==> src/rtl/pulse_pair_gen.sv <==
// Pulse-pair generator: on Go, drives A high/low twice with programmable
// high and low lengths, then pulses Done for one cycle.
module pulse_pair_gen #(
  parameter int CNT_W = 8
) (
  input  logic             Clock,
  input  logic             Reset,
  input  logic             Go,
  input  logic             Abort,
  input  logic [CNT_W-1:0] HighLen,
  input  logic [CNT_W-1:0] LowLen,
  output logic             A,
  output logic             Busy,
  output logic             Done,
  output logic [2:0]       Phase
);

  typedef enum logic [2:0] {
    IDLE = 3'd0,
    P1H  = 3'd1,
    P1L  = 3'd2,
    P2H  = 3'd3,
    P2L  = 3'd4
  } state_t;

  state_t           r_state;
  logic [CNT_W-1:0] r_count;
  logic [CNT_W-1:0] r_highLen;
  logic [CNT_W-1:0] r_lowLen;
  logic             r_a;
  logic             r_busy;
  logic             r_done;

  logic [CNT_W-1:0] w_goHighLoad;
  logic [CNT_W-1:0] w_highLoad;
  logic [CNT_W-1:0] w_lowLoad;
  logic             w_countZero;

  // Reload values are eff(x)-1, where a zero length behaves as one cycle.
  assign w_goHighLoad = (HighLen == '0)   ? '0 : HighLen - 1'b1;
  assign w_highLoad   = (r_highLen == '0) ? '0 : r_highLen - 1'b1;
  assign w_lowLoad    = (r_lowLen == '0)  ? '0 : r_lowLen - 1'b1;
  assign w_countZero  = (r_count == '0);

  assign A     = r_a;
  assign Busy  = r_busy;
  assign Done  = r_done;
  assign Phase = r_state;

  always_ff @(posedge Clock) begin
    if (!Reset) begin
      r_state   <= IDLE;
      r_count   <= '0;
      r_highLen <= '0;
      r_lowLen  <= '0;
      r_a       <= 1'b0;
      r_busy    <= 1'b0;
      r_done    <= 1'b0;
    end else begin
      r_done <= 1'b0;
      if (Abort) begin
        r_state <= IDLE;
        r_count <= '0;
        r_a     <= 1'b0;
        r_busy  <= 1'b0;
      end else begin
        case (r_state)
          IDLE: begin
            if (Go) begin
              r_state   <= P1H;
              r_highLen <= HighLen;
              r_lowLen  <= LowLen;
              r_count   <= w_goHighLoad;
              r_a       <= 1'b1;
              r_busy    <= 1'b1;
            end
          end
          P1H: begin
            if (w_countZero) begin
              r_state <= P1L;
              r_count <= w_lowLoad;
              r_a     <= 1'b0;
            end else begin
              r_count <= r_count - 1'b1;
            end
          end
          P1L: begin
            if (w_countZero) begin
              r_state <= P2H;
              r_count <= w_highLoad;
              r_a     <= 1'b1;
            end else begin
              r_count <= r_count - 1'b1;
            end
          end
          P2H: begin
            if (w_countZero) begin
              r_state <= P2L;
              r_count <= w_lowLoad;
              r_a     <= 1'b0;
            end else begin
              r_count <= r_count - 1'b1;
            end
          end
          P2L: begin
            if (w_countZero) begin
              r_state <= IDLE;
              r_a     <= 1'b0;
              r_busy  <= 1'b0;
              r_done  <= 1'b1;
            end else begin
              r_count <= r_count - 1'b1;
            end
          end
          // Unused encodings recover to a quiet idle.
          default: begin
            r_state <= IDLE;
            r_count <= '0;
            r_a     <= 1'b0;
            r_busy  <= 1'b0;
          end
        endcase
      end
    end
  end

endmodule

==> config.mk <==
export PLATFORM = sky130hd
export DESIGN_NAME = pulse_pair_gen
export DESIGN_NICKNAME = d
export VERILOG_FILES = /design/src/rtl/pulse_pair_gen.sv
export SDC_FILE = /design/constraint.sdc
export NUM_CORES = 1
export LEC_CHECK = 0
export CORE_UTILIZATION = 47
export CTS_CLUSTER_SIZE = 40
export DETAILED_ROUTE_END_ITERATION = 7
export GPL_TIMING_DRIVEN = 0
export PLACE_DENSITY = 0.69
export SLEW_MARGIN = 20
export SYNTH_ARGS = -nofsm -noshare
export SYNTH_HDL_FRONTEND = slang
export SYNTH_SLANG_ARGS = --single-unit
==> constraint.sdc <==
create_clock -name Clock -period 2.46 [get_ports Clock]
set_clock_uncertainty 0.1 [all_clocks]
set_input_delay 0.492 -clock Clock [delete_from_list [all_inputs] [get_ports Clock]]
set_output_delay 0.492 -clock Clock [all_outputs]
set_load 0.03 [all_outputs]
==> results.env <==
OUTCOME='complete, no violations'
TIMING_MAX_TRANSITION_VIOLATIONS_FINAL=0
FINALSETUPTNS_NS=0
P_CLK_SHARE_PCT=31.5
SYNTH.MOST_COMMON_CELL='nand2_1'
SITE_ROWS=23
WORST_SKEW_PAIR.LATE_LATENCY_NS=0.29
WORST_R2R_ENDPOINT='r_count[7]$_SDFFE_PP0P_'
SWITCHING_SHARE_PCT=32.0
TRITONCTS='built'
NETLIST.TOP_CELL.BY_AREA='dfxtp_1'
AREAL_POWER_DENSITY_OVER_THE_CELLS_nW_PER_UM2=546
CTS_MAX_LEVEL=2
WORST_SLEW_MARGIN_REL_PCT=61.8
CATEGORY_OF_THE_CRITICAL_SETUP_TIMING_PATH='in -> reg'
NUMBER_OF_GLOBAL_ROUTE_VIAS_BEFORE_REPAIR=1786
HOLD_VIOL=0
CRITPATHLAUNCHTYPE='primary input'
COUNT_OF_ENDPOINTS_FAILING_SETUP_IN_THE_FINAL_REPORT=0
INITIAL_ANTENNA_VIOLATION_COUNT=0
CLKSLEWWORSTSETUPHOLDPATHS_NS=0.07
ARRIVAL_NS=2.34
GRT_SETUP_UNREPAIRED='no'
DIEWIDTH_UM=67.6
TOTAL_SWITCHING_POWER_uW=425
PWR-SHARE-SEQ_PCT=40.4
SYNTH_COMMONEST_CELLS='50 x nand2_1, 30 x dfxtp_1, 16 x nor2_1'
CLOCK_SINKS=30
PLACEMENT.IO_BUFFERS=25
CELLLEAKAGEPOWER_uW=0.000896
I_O_PIN_COUNT=26
NUMBER_OF_ENABLE_FLIP_FLOP_CELLS_AFTER_SYNTHESIS=0
SYNTHESIS.YOSYS.WARNINGS=0
GLOBALPLACE.CONGESTION=0.924
AREA_GROWTH_SYN_TO_LAYOUT_PCT=20.2
GRT-OVFL-TOTAL=0
CTS_MAX_PATH_BUFFERS=2
INSERTEDDIODECOUNT=0
CP_DATA_REQUIRED_TIME_NS=2.54
POSTCTSSETUPREPAIRBUFS=0
MAX_FREQ_GHz=0.441
VIA_COUNT=1943
CRIT_PATH_END_KIND='flop'
HPWL_UM=3780
WHS_PATH_DEPTH=2
SYNTH_ASYNC_SR_FLOP_SHARE_PCT=0
FIRST_PASS_ITERS=4
CTS.ROOT.BUFFER_CELL='clkbuf_8'
VIAS_PER_CELL=5.55
ROUTED_WIRE_LENGTH_PER_INSTANCE_UM=14.2
FINAL_DESIGN_AREA_NO_FILL_UM2=2430
YS_SEQ_AREA_SHARE_PCT=29.7
SYNTH_LARGEST_TYPE_AREA_FRACTION_PCT=29.7
PIN_COUNT_OF_THE_BIGGEST_NET_ENTERING_GLOBAL_ROUTING=11
TIMING.CRITICAL_PATH.TO='r_count[4]$_SDFFE_PP0P_'
SYN_INST=267
WORSTREGTOREGCELLS=10
POST_DP_CELL_AREA_UM2=2340
DRT-INITIAL-DRC-COUNT=119
RR_STARTPOINT='r_count[0]$_SDFFE_PP0P_'
CORE_UM2=4060
SYNTH_FLOP_CELL='dfxtp_1'
SETUP_SLACK_NS=0.193
DRV_CAP=0
NNETSFINAL=326
GR-USAGE-ALL-LAYERS_PCT=24.8
NETS_IN_THE_SYNTHESIZED_NETLIST=294
SYNTH.CELL_AREA_UM2=2020
DETAIL_ROUTE.DRC_VIOLATIONS=0
SYN_AREA_PER_CELL_UM2=7.58
RATIO_OF_CELLS_WITH_DRIVE_ABOVE_1_IN_THE_FINAL_LAYOUT_PCT=7.33
WORSTSETUPSTARTPOINT='HighLen[3]'
R2R_SLACK_NS=0.22
DIE-AREA_UM2=4570
CLASS_OF_THE_MOST_CRITICAL_HOLD_TIMING_PATH='reg -> reg'
SYNTH-SEQ-CELLS=30
ROUTED_WL_UM=4980
GLOBAL_ROUTE_WIRE_LENGTH_BEFORE_REPAIR_UM=8290
SYNTH_CELL_TYPES=49
POWER_FRAC_COMB_PCT=28.1
ROUTE.ANTENNA.REMAINING_NETS=0
POST-ROUTE-MIN-PERIOD_NS=2.27
NETLIST_TOP_CELLS_AREA='dfxtp_1 30%, nand2_1 9.3%, a21boi_0 5.6%'
CTS_BUFFERS=5
INITIAL_CORE_UTIL_PCT=49.9
PRE_CTS_SLACK_NS=-0.372
TIMING.CRITICAL_PATH.FANOUT_MAX=6
FINALCRITPERIODSHARE_PCT=92.1
DIE_Y_UM=67.6
WORST_SLEW_PIN_SLEW_NS=0.569
MAX-VDD-IR-DROP_mV=0.309
P_INT_uW=905
==> flip-flops by register name (all words and copies together), names as in the netlist <==
register,count
A,1
r_count,8
Done,1
r_lowLen,8
Busy,1
Phase,3
r_highLen,8
==> how the worst min path moves through the flow <==
| stage | startpoint | endpoint | slack, ns |
|---|---|---|---|
| floorplan | r_highLen[5]$_SDFFE_PN0P_ | r_highLen[5]$_SDFFE_PN0P_ | 0.35 |
| global route | r_highLen[5]$_SDFFE_PN0P_ | r_highLen[5]$_SDFFE_PN0P_ | 0.41 |
| finish | r_highLen[5]$_SDFFE_PN0P_ | r_highLen[5]$_SDFFE_PN0P_ | 0.39 |
| CTS | r_highLen[5]$_SDFFE_PN0P_ | r_highLen[5]$_SDFFE_PN0P_ | 0.39 |
| global placement | r_highLen[5]$_SDFFE_PN0P_ | r_highLen[5]$_SDFFE_PN0P_ | 0.38 |
| detailed placement | r_highLen[5]$_SDFFE_PN0P_ | r_highLen[5]$_SDFFE_PN0P_ | 0.38 |
==> power by group through the flow <==
stage | registers [uW] | logic, uW | clock network (uW)
after floorplan | 548 | 259 | 0
after global placement | 547 | 368 | 0
after detailed placement | 548 | 370 | 0
after CTS | 537 | 373 | 427
after global routing | 541 | 417 | 444
final | 537 | 374 | 418
==> worst max-delay path, cell delays in order <==
cell	delay, ns
clkdlybuf4s50_1	0.51
nor4_1	0.51
nand3_1	0.21
nand3_1	0.23
nor2_1	0.09
a211oi_1	0.20
o21ai_0	0.09
==> stage by stage <==
stage	power [uW]	std cells	hold slack, ns	utilization, %
after floorplan	807	267	0.355	-
after global placement	915	342	0.380	57.6
after detailed placement	918	342	0.384	57.6
after CTS	1340	350	0.393	59.9
after global routing	1400	350	0.415	59.9
final	1330	350	0.391	59.9
==> routing by layer <==
metal,track usage (%),vias to the layer above,share of wire [%]
li1,-,1011,-
met3,5.57,9,3.6
met4,8.24,0,1.6
met2,40.0,42,48
met5,0,-,0
met1,32.3,881,47
==> cells in the final DEF (no fill, tap or decap), types with 2 or more instances in the layout <==
cell type / instances
xnor2_1: 11
nand2b_1: 5
a21oi_1: 10
o31ai_1: 2
dfxtp_1: 30
inv_1: 13
xor2_1: 7
nor2_2: 2
o22ai_1: 12
a21boi_0: 15
a32oi_1: 2
nand2_1: 50
mux2i_1: 3
nor4_1: 4
a211oi_1: 2
a31oi_1: 2
clkbuf_1: 8
buf_2: 3
nor3b_1: 4
clkdlybuf4s50_1: 25
nand3_1: 5
or4_1: 2
o21ai_0: 11
clkbuf_8: 6
ha_1: 7
nor3_1: 14
or3_1: 4
nor2_1: 16
==> cell type report <==
type	count	area, um2
Clock inverter	1	5.00
Buffer	13	63.8
Multi-Input combinational cell	211	1320
Tap cell	50	62.6
Fill cell	393	1630
Clock buffer	7	86.3
Inverter	13	48.8
Sequential cell	30	601
Timing Repair Buffer	25	250
==> logic make-up after synthesis <==
| logic type | count (synthesis) | share of synthesized area (%) |
|---|---|---|
| mux | 3 | 1.48 |
| compound gates | 67 | 22.8 |
| fa+ha+maj | 7 | 4.33 |
| xor+xnor | 18 | 7.79 |
| flops | 30 | 29.7 |
| buf+inv | 26 | 5.57 |
| simple gates | 116 | 28.3 |
==> repair_timing <==
item,4_1_cts,5_1_grt
hold endpoints to repair,0,0
setup endpoints to repair,10,0
resized for setup,1,0
hold buffers,0,0
Note: power is estimated with default switching activity, not from simulation.
